**src/rtl/transform_loader_if.sv**
```systemverilog
// -----------------------------------------------------------------------------
// transform_loader_if
//
// Purpose: bundles the byte-pair input stream and the two memory write ports
// of the transform loader.
//
// Handshake: the source holds in_valid together with in_lhs/in_rhs/in_last
// stable until it sees in_ready. A beat transfers on every rising clock edge
// where in_valid && in_ready are both 1. in_ready does not depend on
// in_valid. The memory write ports are plain one-cycle strobes with no
// back-pressure.
//
// Signals:
//   in_valid/in_ready  beat handshake
//   in_lhs, in_rhs     source / transformed character
//   in_last            beat is the final pair of its line
//   mem_we/waddr/din   character memory write port, din = {lhs, rhs}
//   ptr_we/waddr/din   pointer memory write port, din = {len, start}
//
// Modports: slave = the loader, master = the byte-pair source / observer.
// -----------------------------------------------------------------------------
interface transform_loader_if;
  logic        in_valid;
  logic        in_ready;
  logic [7:0]  in_lhs;
  logic [7:0]  in_rhs;
  logic        in_last;
  logic        mem_we;
  logic [7:0]  mem_waddr;
  logic [15:0] mem_din;
  logic        ptr_we;
  logic [7:0]  ptr_waddr;
  logic [15:0] ptr_din;

  modport slave (
    input  in_valid, in_lhs, in_rhs, in_last,
    output in_ready,
    output mem_we, mem_waddr, mem_din,
    output ptr_we, ptr_waddr, ptr_din
  );

  modport master (
    output in_valid, in_lhs, in_rhs, in_last,
    input  in_ready,
    input  mem_we, mem_waddr, mem_din,
    input  ptr_we, ptr_waddr, ptr_din
  );
endinterface

```
**src/rtl/transform_loader.sv**
```systemverilog
// -----------------------------------------------------------------------------
// transform_loader
//
// Purpose: packs a stream of (lhs, rhs) character pairs, grouped into lines,
// into the 256x16 character memory and writes one pointer-table entry
// {len, start} per completed line so the line transformer can replay any
// line by index.
//
// Ports:
//   clk          clock
//   rst          asynchronous active-low reset
//   clear        synchronous restart, empties both tables logically
//   bus          transform_loader_if.slave: input stream + memory write ports
//   line_count   number of completed lines written
//   full         no further input accepted
//   overflow     sticky: a line was truncated or a beat was refused in FULL
//   dbg_state_o  current FSM state (0 ACCEPT, 1 PTR, 2 FULL)
//
// All write-port outputs are registered: a beat accepted in cycle N shows up
// as a memory write in cycle N+1; the line's pointer entry follows in N+2.
// -----------------------------------------------------------------------------
module transform_loader #(
  parameter int          MAX_LINES  = 255,
  parameter logic [7:0]  CHAR_LIMIT = 8'hFE
) (
  input  logic                clk,
  input  logic                rst,
  input  logic                clear,
  transform_loader_if.slave   bus,
  output logic [7:0]          line_count,
  output logic                full,
  output logic                overflow,
  output logic [1:0]          dbg_state_o
);

  typedef enum logic [1:0] {
    ST_ACCEPT = 2'd0,
    ST_PTR    = 2'd1,
    ST_FULL   = 2'd2
  } state_t;

  localparam logic [8:0] MAX_LINES_W = 9'(MAX_LINES);

  state_t      state_q;
  logic [7:0]  char_ptr_q;
  logic [7:0]  line_start_q;
  logic [7:0]  cur_len_q;
  logic [7:0]  line_idx_q;
  logic [7:0]  line_count_q;
  logic        full_q;
  logic        overflow_q;
  logic        mem_we_q;
  logic [7:0]  mem_waddr_q;
  logic [15:0] mem_din_q;
  logic        ptr_we_q;
  logic [7:0]  ptr_waddr_q;
  logic [15:0] ptr_din_q;

  logic ready;
  logic accept;
  logic table_last;

  assign ready  = (state_q == ST_ACCEPT) && !clear && !full_q;
  assign accept = bus.in_valid && ready;

  // The entry about to be written is the last slot of the pointer table.
  assign table_last = ({1'b0, line_idx_q} + 9'd1) == MAX_LINES_W;

  always_ff @(posedge clk or negedge rst) begin
    if (!rst) begin
      state_q      <= ST_ACCEPT;
      char_ptr_q   <= 8'd0;
      line_start_q <= 8'd0;
      cur_len_q    <= 8'd0;
      line_idx_q   <= 8'd0;
      line_count_q <= 8'd0;
      full_q       <= 1'b0;
      overflow_q   <= 1'b0;
      mem_we_q     <= 1'b0;
      mem_waddr_q  <= 8'd0;
      mem_din_q    <= 16'd0;
      ptr_we_q     <= 1'b0;
      ptr_waddr_q  <= 8'd0;
      ptr_din_q    <= 16'd0;
    end else begin
      // Strobes are single-cycle pulses unless re-armed below.
      mem_we_q <= 1'b0;
      ptr_we_q <= 1'b0;

      if (clear) begin
        // A strobe registered last cycle is already on the outputs this
        // cycle, so it still reaches the memory; nothing new is scheduled.
        state_q      <= ST_ACCEPT;
        char_ptr_q   <= 8'd0;
        line_start_q <= 8'd0;
        cur_len_q    <= 8'd0;
        line_idx_q   <= 8'd0;
        line_count_q <= 8'd0;
        full_q       <= 1'b0;
        overflow_q   <= 1'b0;
      end else begin
        case (state_q)
          ST_ACCEPT: begin
            if (accept) begin
              mem_we_q    <= 1'b1;
              mem_waddr_q <= char_ptr_q;
              mem_din_q   <= {bus.in_lhs, bus.in_rhs};
              char_ptr_q  <= char_ptr_q + 8'd1;
              cur_len_q   <= cur_len_q + 8'd1;
              if (bus.in_last) begin
                state_q <= ST_PTR;
              end else if (char_ptr_q == CHAR_LIMIT) begin
                // Character memory exhausted mid-line: close the line as it
                // stands; char_ptr passing CHAR_LIMIT then forces FULL.
                state_q    <= ST_PTR;
                overflow_q <= 1'b1;
              end
            end
          end

          ST_PTR: begin
            ptr_we_q     <= 1'b1;
            ptr_waddr_q  <= line_idx_q;
            ptr_din_q    <= {cur_len_q, line_start_q};
            line_idx_q   <= line_idx_q + 8'd1;
            line_count_q <= line_count_q + 8'd1;
            line_start_q <= char_ptr_q;
            cur_len_q    <= 8'd0;
            if ((char_ptr_q > CHAR_LIMIT) || table_last) begin
              state_q <= ST_FULL;
              full_q  <= 1'b1;
            end else begin
              state_q <= ST_ACCEPT;
            end
          end

          ST_FULL: begin
            if (bus.in_valid) overflow_q <= 1'b1;
          end

          default: state_q <= ST_ACCEPT;
        endcase
      end
    end
  end

  assign bus.in_ready  = ready;
  assign bus.mem_we    = mem_we_q;
  assign bus.mem_waddr = mem_waddr_q;
  assign bus.mem_din   = mem_din_q;
  assign bus.ptr_we    = ptr_we_q;
  assign bus.ptr_waddr = ptr_waddr_q;
  assign bus.ptr_din   = ptr_din_q;
  assign line_count    = line_count_q;
  assign full          = full_q;
  assign overflow      = overflow_q;
  assign dbg_state_o   = state_q;

endmodule

```
**src/flat_wrapper.sv**
```systemverilog
// flat-port wrapper written by rule: the top's interface ports become plain ports
module transform_loader_flat 
#(
  parameter int          MAX_LINES  = 255,
  parameter logic [7:0]  CHAR_LIMIT = 8'hFE
)
  (clk, rst, clear, line_count, full, overflow, dbg_state_o, bus_in_valid, bus_in_lhs, bus_in_rhs, bus_in_last, bus_in_ready, bus_mem_we, bus_mem_waddr, bus_mem_din, bus_ptr_we, bus_ptr_waddr, bus_ptr_din);
  transform_loader_if bus_i ();
  input  logic clk;
  input  logic rst;
  input  logic clear;
  output logic [7:0] line_count;
  output logic full;
  output logic overflow;
  output logic [1:0] dbg_state_o;
  input wire logic [$bits(bus_i.in_valid)-1:0] bus_in_valid;
  input wire logic [$bits(bus_i.in_lhs)-1:0] bus_in_lhs;
  input wire logic [$bits(bus_i.in_rhs)-1:0] bus_in_rhs;
  input wire logic [$bits(bus_i.in_last)-1:0] bus_in_last;
  output wire logic [$bits(bus_i.in_ready)-1:0] bus_in_ready;
  output wire logic [$bits(bus_i.mem_we)-1:0] bus_mem_we;
  output wire logic [$bits(bus_i.mem_waddr)-1:0] bus_mem_waddr;
  output wire logic [$bits(bus_i.mem_din)-1:0] bus_mem_din;
  output wire logic [$bits(bus_i.ptr_we)-1:0] bus_ptr_we;
  output wire logic [$bits(bus_i.ptr_waddr)-1:0] bus_ptr_waddr;
  output wire logic [$bits(bus_i.ptr_din)-1:0] bus_ptr_din;
  assign bus_i.in_valid = bus_in_valid;
  assign bus_i.in_lhs = bus_in_lhs;
  assign bus_i.in_rhs = bus_in_rhs;
  assign bus_i.in_last = bus_in_last;
  assign bus_in_ready = bus_i.in_ready;
  assign bus_mem_we = bus_i.mem_we;
  assign bus_mem_waddr = bus_i.mem_waddr;
  assign bus_mem_din = bus_i.mem_din;
  assign bus_ptr_we = bus_i.ptr_we;
  assign bus_ptr_waddr = bus_i.ptr_waddr;
  assign bus_ptr_din = bus_i.ptr_din;
  transform_loader #(.MAX_LINES(MAX_LINES), .CHAR_LIMIT(CHAR_LIMIT)) u_core (.clk(clk), .rst(rst), .clear(clear), .bus(bus_i), .line_count(line_count), .full(full), .overflow(overflow), .dbg_state_o(dbg_state_o));
endmodule
```
**config.mk**
```make
export PLATFORM = sky130hd
export DESIGN_NAME = transform_loader_flat
export DESIGN_NICKNAME = d
export VERILOG_FILES = /design/src/rtl/transform_loader_if.sv /design/src/rtl/transform_loader.sv /design/src/flat_wrapper.sv
export SDC_FILE = /design/constraint.sdc
export NUM_CORES = 1
export LEC_CHECK = 0
export CORE_MARGIN = 2
export CORE_UTILIZATION = 55
export CTS_CLUSTER_SIZE = 20
export DETAILED_ROUTE_END_ITERATION = 16
export DONT_BUFFER_PORTS = 1
export GPL_TIMING_DRIVEN = 0
export PLACE_DENSITY = 0.74
export SETUP_SLACK_MARGIN = 0.5
export SLEW_MARGIN = 0
export SYNTH_ARGS = -nofsm -noshare
export SYNTH_HDL_FRONTEND = slang
export SYNTH_SLANG_ARGS = --single-unit
```
**constraint.sdc**
```tcl
create_clock -name clk -period 2.5 [get_ports clk]
set_input_delay 0.25 -clock clk [delete_from_list [all_inputs] [get_ports clk]]
set_output_delay 0.25 -clock clk [all_outputs]
set_load 0.05 [all_outputs]
```
-- Word level (Yosys, flattened, before mapping)
Index checks and enable logic that the tools add are counted.
- register bits: 94
- bits in latches: 0
- bits in writable memories: 0
- ROM bits: 0
- output and inout port bits: 63
- word-level logic and storage cells: 83
- memories kept: 0
- add/subtract/negate cells: 5
- multipliers: 0
- divide/modulo/power cells: 0
- order comparisons: 1
- eq/ne operators: 10
- shift-type cells: 0
- muxes and demuxes: 32
- bitwise gates (word level): 1
- reduce and logical (&&, ||, !) cells: 20
- operators with widths (cell ; number):
    $mux 8 ; 11
    $add 8x1->8 const B ; 4
    $pmux 8 s2 ; 1
    $mux 1 ; 13
    $mux 2 ; 5
    $add 8x1->9 const B ; 1
    $eq 9x8->1 const B ; 1
    $ne 3x3->1 const B ; 3
    $eq 8x8->1 const B ; 1
    $gt 8x8->1 const B ; 1
    $reduce_and 2->1 ; 4
    $reduce_bool 2->1 ; 4
    $pmux 2 s3 ; 1
    $reduce_and 3->1 ; 2
    $reduce_bool 3->1 ; 2
    $reduce_and 5->1 ; 1
    $ne 4x4->1 const B ; 1
    $logic_and 1x1->1 ; 3
    $ne 3x2->1 const B ; 1
    $eq 2x1->1 const B ; 1
    $eq 2x2->1 const B ; 1
    $logic_not 1->1 ; 2
    $logic_not 2->1 ; 1
    $ne 2x2->1 const B ; 1
    3 further kinds ; 3

-- Depth between registers and ports, before layout
Gate-level depths: netlist of the first run.
- depth after elaboration: 7
- gate-level depth with buffers: 7
- depth with buffers taken out: 7

-- Worst setup path after synthesis of the first run
OpenSTA, ideal clock, no wires.
- path type: register to output
- from: reg u_core.state_q[0], in the netlist u_core.dbg_state_o[0]
- to: out bus_in_ready
- data arrival time: 2.338 ns
- required time: 2.250 ns
- setup slack: -0.088 ns
- stages on the path, launching flop included: 3
- buffers on the path: 1
- cell sequence: dfrtp_1 > clkbuf_1 > nor4_1
- longest elaborated chain between the ends: 3
- RTL lines (what ; RTL line ; source):
    from (decl) ; transform_loader.sv:44 ; state_t state_q;
    from (signal assigned) ; transform_loader.sv:71 ; state_q <= ST_ACCEPT;
    from (signal assigned) ; transform_loader.sv:93 ; state_q <= ST_ACCEPT;
    from (signal assigned) ; transform_loader.sv:111 ; state_q <= ST_PTR;
    $logic_not 2->1 ; transform_loader.sv:63 ; assign ready = (state_q == ST_ACCEPT) && !clear && !full_q;
    $logic_and 1x1->1 (2 in a row) ; transform_loader.sv:63 ;
    to (decl) ; flat_wrapper.sv:20 ; output wire logic [$bits(bus_i.in_ready)-1:0] bus_in_ready;
Every way passes these cells.

-- Worst setup path after layout of the first run
- from: reg u_core.full_q, in the netlist u_core.full
- to: reg u_core.mem_din_q[0], in the netlist u_core.bus.mem_din[0]
- longest elaborated chain between the ends: 4
- RTL lines (what ; RTL line ; source):
    from (decl) ; transform_loader.sv:50 ; logic full_q;
    from (signal assigned) ; transform_loader.sv:77 ; full_q <= 1'b0;
    from (signal assigned) ; transform_loader.sv:99 ; full_q <= 1'b0;
    from (signal assigned) ; transform_loader.sv:131 ; full_q <= 1'b1;
    $logic_not 1->1 ; transform_loader.sv:63 ;
    $logic_and 1x1->1 ; transform_loader.sv:63 ;
    $logic_and 1x1->1 ; transform_loader.sv:64 ; assign accept = bus.in_valid && ready;
    $reduce_and 3->1 (no source line) ; - ;
    to (signal assigned) ; transform_loader.sv:107 ; mem_din_q <= {bus.in_lhs, bus.in_rhs};
    to (decl) ; transform_loader.sv:54 ; logic [15:0] mem_din_q;
Every way passes these cells.
A chain may end at the register's enable or synchronous reset.

==> impl_metrics.json, run 1 <==
{
  "synth_area_leader_cell": "dfrtp_1",
  "initial_utilization_pct": 56.5,
  "crit_start": "u_core.full",
  "grt_max_degree": 95,
  "wl_mm": 8.39,
  "postCtsHoldBufs": 15,
  "critPathKind": "register to register",
  "violations": "negative hold slack",
  "synthTopCellsByCount": "nand2_1, dfrtp_1, nor2_1",
  "utilization_pct": 65.0,
  "root_buffer": "clkbuf_8",
  "worstPathRequired_ps": 2790,
  "grtUsageMet2_pct": 35.6,
  "drtIter0Drc": 156,
  "synth_area_leaders": "dfrtp_1, nand2_1, mux2_2",
  "grt_pass1_wl_mm": 14.6,
  "cts_buffers": 9,
  "synth_area_sq_um": 4050,
  "grt_use_total_pct": 22.5,
  "yosysMostFrequentCell": "nand2_1",
  "die_h_microns": 89.9,
  "syn_inst": 389,
  "synth_ff_type": "dfrtp_1",
  "synthArstFlopShare_pct": 100,
  "r2r-start": "u_core.full",
  "worst_r2r_path_depth": 7,
  "cp.arrival_ps": 2300,
  "fin_crit_ps": 2010,
  "hold_viol_final": 94,
  "drv_slew": 0,
  "max_slew_margin_pct": 48.2,
  "power_density_nw_per_um2": 757,
  "drive_gt1_share_pct": 15.3,
  "hold_path_class": "input pin to asynchronous set/reset pin",
  "rsz0062_at_grt": "yes",
  "start_kind": "register",
  "critPathCaptureType": "register",
  "drtPass1Iterations": 4,
  "synth_top_area_share_pct": 58.0,
  "wire_per_inst_microns": 16.0,
  "finalNetCount": 447,
  "clock_latency_ps": 350,
  "io_pins": 84,
  "fin_crit_sh_pct": 80.5,
  "multi_input_area_sq_um": 1610,
  "rows": 31,
  "clk_path_buf_depth": 2,
  "syn_nets": 416,
  "seq_area_sq_um": 2360,
  "status": "finished, violations left",
  "timing.hold.ws_ps": -421,
  "syn2layout_area_growth_pct": 15.1,
  "cp_max_fo": 10,
  "grt_pass1_vias": 2911,
  "power_leakage_nw": 2.22,
  "finalSetupViolCount": 0,
  "fin_setup_tns_ps": 0,
  "use_met1_pct": 30.2,
  "vias": 2861,
  "dp_hpwl_mm": 5.41,
  "synth-edff-count": 0,
  "synth-seq-area-share_pct": 58.0,
  "finClkSkew_ps": 8.85,
  "ys_types": 39,
  "clkTransAtPathRegs_ps": 90,
  "grt-busiest-layer": "met2",
  "io_buffers": 0,
  "ir_worst_vdd_uv": 562,
  "clock_sinks": 94,
  "yosysWarnings": 0,
  "grt-ovfl-total": 0,
  "n_fill_cell": 554,
  "die_w_microns": 89.9,
  "drc": 0,
  "die_area_sq_um": 8070,
  "core_area_sq_um": 7180,
  "grtUsageMet3_pct": 7.12,
  "n_antenna_cell": 0,
  "worstMarginPinSlew_ps": 771,
  "ant_nets": 0,
  "h-tree-depth": 3,
  "cts_tree": "built",
  "antenna_found_initial": 0,
  "synth_seq_cells": 94,
  "via_per_inst": 5.47,
  "cap_viol_max_count": 0,
  "avgSynthCellArea_sq_um": 10.4,
  "gp_congestion": 0.813,
  "fmax_mhz": 497
}
[sequential cells by signal, summed over array words and instances, names as in the netlist, 2 cells and up]
| register | flops |
|---|---|
| u_core.line_start_q | 8 |
| u_core.dbg_state_o | 2 |
| u_core.line_idx_q | 8 |
| u_core.line_count | 8 |
| u_core.bus.mem_din | 16 |
| u_core.bus.ptr_din | 16 |
| u_core.cur_len_q | 8 |
| u_core.bus.mem_waddr | 8 |
| u_core.char_ptr_q | 8 |
| u_core.bus.ptr_waddr | 8 |
[critical path, stage by stage, from the launching register on]
cell,delay [ps]
dfrtp_4,590
or3b_4,430
or3_4,370
inv_4,80
buf_6,110
buf_2,210
nand2_1,90
nand2_1,70
[layer usage]
layer / part of all wire [%] / vias up
met5: 0 / -
met4: 1.4 / 0
met3: 7.7 / 9
met2: 48 / 92
met1: 43 / 1406
li1: - / 1354
[where the power goes]
group	switching (mW)	total (mW)	internal (mW)
clock network	0.498	1.18	0.685
logic	0.154	0.275	0.122
registers	0.453	2.08	1.62
[layout by cell type, fill, tap and decap left out, types with 2 or more instances in the layout]
cell type / synthesis / routed
nand2_1: 99 / 99
dfrtp_1: 94 / 91
nor2_1: 31 / 31
mux2_2: 25 / 25
xor2_1: 17 / 17
a21oi_1: 15 / 15
dlygate4sd3_1: 0 / 15
clkbuf_8: 0 / 12
buf_4: 0 / 10
nand3_1: 9 / 9
xnor2_1: 9 / 9
nand4_1: 9 / 9
o21ai_0: 8 / 8
clkbuf_1: 9 / 7
ha_1: 6 / 6
inv_1: 5 / 5
nand2b_1: 5 / 5
and3_1: 5 / 5
or3_1: 4 / 4
o2111ai_1: 4 / 4
buf_2: 8 / 3
nor2b_1: 3 / 3
nor3_1: 3 / 3
bufinv_16: 0 / 3
and4_1: 2 / 2
clkbuf_2: 0 / 2
dfrtp_4: 0 / 2
[cell type report]
class | count | share of cell area, %
Sequential cell | 94 | 50.6
Multi-Input combinational cell | 269 | 34.4
Timing Repair Buffer | 20 | 4.02
Clock buffer | 11 | 3.03
Buffer | 20 | 2.73
Tap cell | 99 | 2.65
Clock inverter | 4 | 2.04
Inverter | 6 | 0.536
[metrics by stage]
step                worst slack, ps  power (mW)  cells  hold slack, ps  area (sq um)
floorplan                       519        2.26    389           -45.6          4060
global placement                156        2.32    488           -41.6          4190
detailed placement              125        2.34    488           -42.3          4190
CTS                             479        3.56    520            -435          4640
global route                    426        3.68    523            -448          4670
finish                          488        3.53    523            -421          4670
[repair_timing]
item	4_1_cts	5_1_grt
buffers inserted	2	3
hold endpoints to repair	109	94
setup endpoints to repair	58	46
pin swaps	2	2
gates resized for setup	16	4
[worst paths after layout]
check,slack [ps],to
setup / recovery,490,u_core.bus.mem_din[0]
hold / removal,-420,u_core.line_count[3]
setup reg to reg,490,u_core.bus.mem_din[0]
hold reg to reg,510,u_core.bus.ptr_din[6]
max in group asynchronous,2790,u_core.dbg_state_o[0]
min in group clk,40,u_core.bus.mem_din[0]
[cells by family (layout without fill, tap and decap cells)]
family | count (synthesis) | count (layout) | synth area share, %
xor gates and xnor gates | 26 | 26 | 5.62
muxes | 25 | 25 | 6.94
DFF | 94 | 94 | 58.0
buffers and inverters | 26 | 61 | 2.87
AOI/OAI and AO/OA | 36 | 36 | 5.46
and+or+nand+nor | 176 | 176 | 19.2
adders and majority gates | 6 | 6 | 1.85
Note: power is estimated with default switching activity, not from simulation.
==> run 2, diff against run 1 <==
==> constraint.sdc (replaced) <==
create_clock -name clk -period 1.93 [get_ports clk]
set_input_delay 0.193 -clock clk [delete_from_list [all_inputs] [get_ports clk]]
set_output_delay 0.193 -clock clk [all_outputs]
set_load 0.05 [all_outputs]
==> run 2 against run 1 <==
The run ends with negative hold slack, negative setup slack left. Via count is 10% higher. Non-clock buffer count increased by 32. First-iteration DRC count rose by 28%. Sequential power is 30% higher. Critical path depth decreased by 1. Clock power is 16% higher. Core utilization is 13 points higher. Power increased by 33%. Final area rose by 20%. Combinational power rose by 120%. Clock skew increased by 1.5 ps. Critical path type unchanged.
==> impl_metrics.json, run 2 (synthesized netlist as in run 1, its figures left out) <==
{
  "critPathCaptureType": "register",
  "io_buffers": 0,
  "drive_gt1_share_pct": 35.4,
  "fmax_mhz": 477,
  "die_h_microns": 89.9,
  "hold_viol_final": 94,
  "finalNetCount": 479,
  "initial_utilization_pct": 56.5,
  "grt_pass1_wl_mm": 16.5,
  "swShare_pct": 34.6,
  "post-place-ws_ps": -112,
  "drtPass1Iterations": 4,
  "power_leakage_nw": 2.63,
  "timing.hold.ws_ps": -494,
  "io_pins": 84,
  "antenna_found_initial": 0,
  "status": "finished, violations left",
  "drtIter0Drc": 200,
  "worstPathRequired_ps": 2160,
  "critPathKind": "register to register",
  "root_buffer": "clkbuf_8",
  "cap_viol_max_count": 0,
  "power_density_nw_per_um2": 840,
  "ant_nets": 0,
  "p_sw_mw": 1.62,
  "clock_sinks": 94,
  "start_kind": "register",
  "final.setup.worst_slack_ps": -165,
  "wire_per_inst_microns": 19.1,
  "final_area_sq_um": 5580,
  "fin_crit_ps": 2100,
  "cts_tree": "built",
  "cts_buffers": 9,
  "drv_slew": 0,
  "grt-ovfl-total": 0,
  "layout_commonest_cell": "dfrtp_1",
  "violations": "negative hold slack, negative setup slack",
  "h-tree-depth": 3,
  "grt_max_degree": 95,
  "grt_use_total_pct": 25.9,
  "internal_power_mw": 3.06,
  "layout_common_cells": "dfrtp_1, nand2_1, nor2_1",
  "power.share.sequential_pct": 57.7,
  "rows": 31,
  "combPwrFrac_pct": 12.9,
  "syn2layout_area_growth_pct": 37.7,
  "postCtsHoldBufs": 17,
  "via_per_inst": 5.67,
  "finClkSkew_ps": 10.3,
  "n_antenna_cell": 0,
  "drc": 0,
  "hold_path_class": "input pin to asynchronous set/reset pin",
  "fin_crit_sh_pct": 109,
  "gp_congestion": 0.817,
  "wl_mm": 10.6,
  "dp_hpwl_mm": 5.51,
  "clkTransAtPathRegs_ps": 100,
  "finalSetupViolCount": 34,
  "clk_path_buf_depth": 2,
  "placed_area_sq_um": 4370,
  "fin_setup_tns_ps": -2820,
  "die_w_microns": 89.9,
  "rsz0062_at_grt": "yes",
  "ir_worst_vdd_uv": 677,
  "clock_latency_ps": 360,
  "p_total_mw": 4.69,
  "p_clk_share_pct": 29.3,
  "cp.arrival_ps": 2330,
  "cp_max_fo": 7,
  "max_slew_margin_pct": 49.7,
  "core_area_sq_um": 7180,
  "worstMarginPinSlew_ps": 754,
  "die_area_sq_um": 8070,
  "grt_pass1_vias": 3282,
  "vias": 3154
}
## run 2: changes by cell type in the layout (fill, tap and decap cells not counted), sizes merged
cell         delta
buf            +31
bufinv          -2
clkbuf          -2
clkinv          +2
dlygate4sd3     +2
clkinvlp        +1
inv             +1
## run 2: critical path: stages (launching register included)
cell and delay (ps):
dfrtp_4 610, or3b_4 450, or3_4 390, buf_4 160, nor3_4 160, xnor2_2 140, nor2_1 60
## run 2: through the flow
step	std cells	util, %
6_report	556	77.8
5_1_grt	556	77.8
4_1_cts	546	73.7
3_5_place_dp	488	60.9
3_3_place_gp	488	60.9
2_1_floorplan	389	-
## run 2: worst paths after layout
kind | start | end | depth (start not counted) | slack [ps]
max | u_core.dbg_state_o[1] | u_core.char_ptr_q[7] | 6 | -170
min | rst | u_core.bus.ptr_we | 0 | -490
max reg2reg | u_core.dbg_state_o[1] | u_core.char_ptr_q[7] | 6 | -170
min reg2reg | u_core.line_start_q[2] | u_core.bus.ptr_din[2] | 1 | 520
max in group asynchronous | rst | u_core.dbg_state_o[0] | 0 | 2300
min in group clk | bus_in_valid | u_core.overflow | 2 | 80
## run 2: per-layer routing
metal	up-vias	wire (microns)	global-route usage [%]
li1	1426	-	-
met1	1594	4150	32.0
met2	111	5510	42.9
met3	23	665	6.87
met4	0	305	11.9
met5	-	0	0
## run 2: area by class of cell
type                       count  area, sq um
sequential                    94         2370
multi-input combinational    269         2000
fill                         423         1590
timing repair buffer          52          649
buffer                        20          209
clock buffer                  10          138
tap                           99          124
clock inverter                 6         68.8
inverter                       6         30.0
## run 2: power groups by stage
stage,clock network [mW],logic [mW],registers [mW]
6_report,1.37,0.606,2.71
5_1_grt,1.48,0.654,2.73
4_1_cts,1.38,0.505,2.69
3_5_place_dp,0,0.347,2.72
3_3_place_gp,0,0.330,2.73
2_1_floorplan,0,0.287,2.69
## run 2: what timing repair did
action | CTS | global route
endpoints found under the setup margin | 94 | 95
resized for setup | 75 | 51
hold endpoints to repair | 111 | 94
pin swaps | 30 | 24
setup buffers | 21 | 7
cloned | 4 | 3
==> run 3, diff against run 2 <==
--- a/config.mk
+++ b/config.mk
@@ -5,12 +5,11 @@
 export SDC_FILE = /design/constraint.sdc
 export NUM_CORES = 1
 export LEC_CHECK = 0
-export CORE_MARGIN = 2
+export CORE_MARGIN = 10
 export CORE_UTILIZATION = 55
 export CTS_CLUSTER_SIZE = 20
 export DETAILED_ROUTE_END_ITERATION = 16
 export DONT_BUFFER_PORTS = 1
-export GPL_TIMING_DRIVEN = 0
 export PLACE_DENSITY = 0.74
 export SETUP_SLACK_MARGIN = 0.5
 export SLEW_MARGIN = 0
==> constraint.sdc (replaced) <==
create_clock -name clk -period 2.7 [get_ports clk]
set_input_delay 0.27 -clock clk [delete_from_list [all_inputs] [get_ports clk]]
set_output_delay 0.27 -clock clk [all_outputs]
set_load 0.05 [all_outputs]
==> run 3 against run 2 <==
The run ends with negative hold slack left. First-iteration DRC count is 39% lower. Sequential share of layout area is 11 points higher. Power is 34% lower. Cell count is 10% lower. Clock power is 32% lower. Core utilization is 16 points lower. Non-clock buffer count is 56 lower. Count of clock-buffer cells in the layout is 1 lower. Wire length is 20% lower. Worst setup slack better by 870 ps. Clock skew hardly changed. Largest power group unchanged.
==> impl_metrics.json, run 3 (synthesized netlist as in run 1, its figures left out) <==
{
  "die_area_sq_um": 11200,
  "grt_max_degree": 95,
  "drive_gt1_share_pct": 13.7,
  "syn2layout_area_growth_pct": 9.60,
  "io_pins": 84,
  "ir_worst_vdd_uv": 474,
  "die_w_microns": 106,
  "wire_per_inst_microns": 17.0,
  "antenna_found_initial": 0,
  "wl_met2_mm": 3.86,
  "finalNonFillerCells": 500,
  "io_buffers": 0,
  "drtPass1Iterations": 4,
  "die_h_microns": 106,
  "fmax_mhz": 500,
  "power_density_nw_per_um2": 691,
  "ant_nets": 0,
  "core_area_sq_um": 7210,
  "drc": 0,
  "p_total_mw": 3.07,
  "worstMarginPinSlew_ps": 564,
  "hold_path_class": "input pin to asynchronous set/reset pin",
  "utilization_pct": 61.6,
  "critPathKind": "register to register",
  "rows": 31,
  "wl_mm": 8.51,
  "grt_pass1_wl_mm": 14.4,
  "clock_sinks": 94,
  "cp_slowest_cell": "or3_4",
  "wirelength_met1_mm": 3.60,
  "cp_max_fo": 31,
  "start_kind": "register",
  "rsz0062_at_grt": "no",
  "power_leakage_nw": 2.12,
  "layout_common_cells": "nand2_1, dfrtp_1, nor2_1",
  "hold_viol_final": 94,
  "dp.cells": 476,
  "n_antenna_cell": 0,
  "layout_commonest_cell": "nand2_1",
  "crit_chain": "or3b_4 -> or3_4 -> inv_6 -> nand4_1 -> xor2_1 -> nor2_1",
  "clkTransAtPathRegs_ps": 90,
  "finClkSkew_ps": 10.4,
  "critPathCaptureType": "register",
  "wl_met3_microns": 962,
  "fin_crit_sh_pct": 74.0,
  "max_slew_margin_pct": 62.4,
  "cap_viol_max_count": 0,
  "grt_use_total_pct": 15.8,
  "via_per_inst": 5.55,
  "cts_buffers": 9,
  "h-tree-depth": 3,
  "top_layer_used": "met4",
  "drtIter0Drc": 123,
  "gp_congestion": 0.783,
  "clk_path_buf_depth": 2,
  "clock_latency_ps": 360,
  "cp.arrival_ps": 2250,
  "grt_pass1_vias": 2815,
  "root_buffer": "clkbuf_8",
  "grt-ovfl-total": 0,
  "finalNetCount": 423,
  "dp_hpwl_mm": 5.72,
  "drv_slew": 0,
  "finalSetupViolCount": 0,
  "fin_crit_ps": 2000,
  "timing.hold.ws_ps": -400,
  "initial_utilization_pct": 56.2,
  "vias": 2773,
  "violations": "negative hold slack",
  "worstPathRequired_ps": 2950,
  "status": "finished, violations left",
  "cts_tree": "built",
  "fin_setup_tns_ps": 0,
  "slowest_delay_ps": 490
}
## run 3: cell types whose count changed in the layout (fill, tap and decap cells not counted), sizes merged
cell,before,now
dlygate4sd3,17,7
clkbuf,19,9
buf,46,9
clkinv,3,4
## run 3: critical path, delay by kind of cell, from the launching register on
kind	cells	cell delay (ps)
flip-flops	1	390
XOR/XNOR	1	160
AND/OR/NAND/NOR	4	1090
buffers and inverters	1	240
## run 3: worst paths after layout
path	to	slack (ps)	depth (start not counted)	startpoint
max	u_core.char_ptr_q[3]	700	6	u_core.dbg_state_o[1]
min	u_core.line_count[7]	-400	0	rst
max in group asynchronous	u_core.overflow	2940	0	rst
min in group clk	u_core.bus.mem_din[3]	20	2	bus_in_rhs[3]
max reg2reg	u_core.char_ptr_q[3]	700	6	u_core.dbg_state_o[1]
min reg2reg	u_core.bus.ptr_din[5]	520	1	u_core.line_start_q[5]
## run 3: timing repair
item,4_1_cts,5_1_grt
buffers inserted,0,0
gates resized for setup,0,2
endpoints found under the setup margin,0,5
hold endpoints to repair,130,97
hold buffers,5,3
## run 3: layer usage
layer | vias up | track usage, %
li1 | 1314 | -
met1 | 1349 | 19.6
met2 | 100 | 23.0
met3 | 10 | 8.83
met4 | 0 | 4.64
met5 | - | 0
## run 3: metrics by stage
step,hold WS [ps],instance area [sq um],setup WS [ps]
6_report,-400,4440,701
5_1_grt,-432,4440,534
4_1_cts,-417,4410,569
3_5_place_dp,-21.3,4150,584
3_3_place_gp,-21.0,4150,644
2_1_floorplan,-25.6,4060,598
## run 3: where the power goes
part	internal, mW	switching, mW
Combinational	0.0950	0.148
Clock	0.431	0.495
Sequential	1.50	0.401
## run 3: area by class of cell
class                      instances  area, sq um
tap                               99          124
inverter                           6         27.5
sequential                        94         2350
multi-input combinational        269         1590
clock buffer                       9          124
timing repair buffer              16          150
fill                             615         2770
clock inverter                     7         73.8
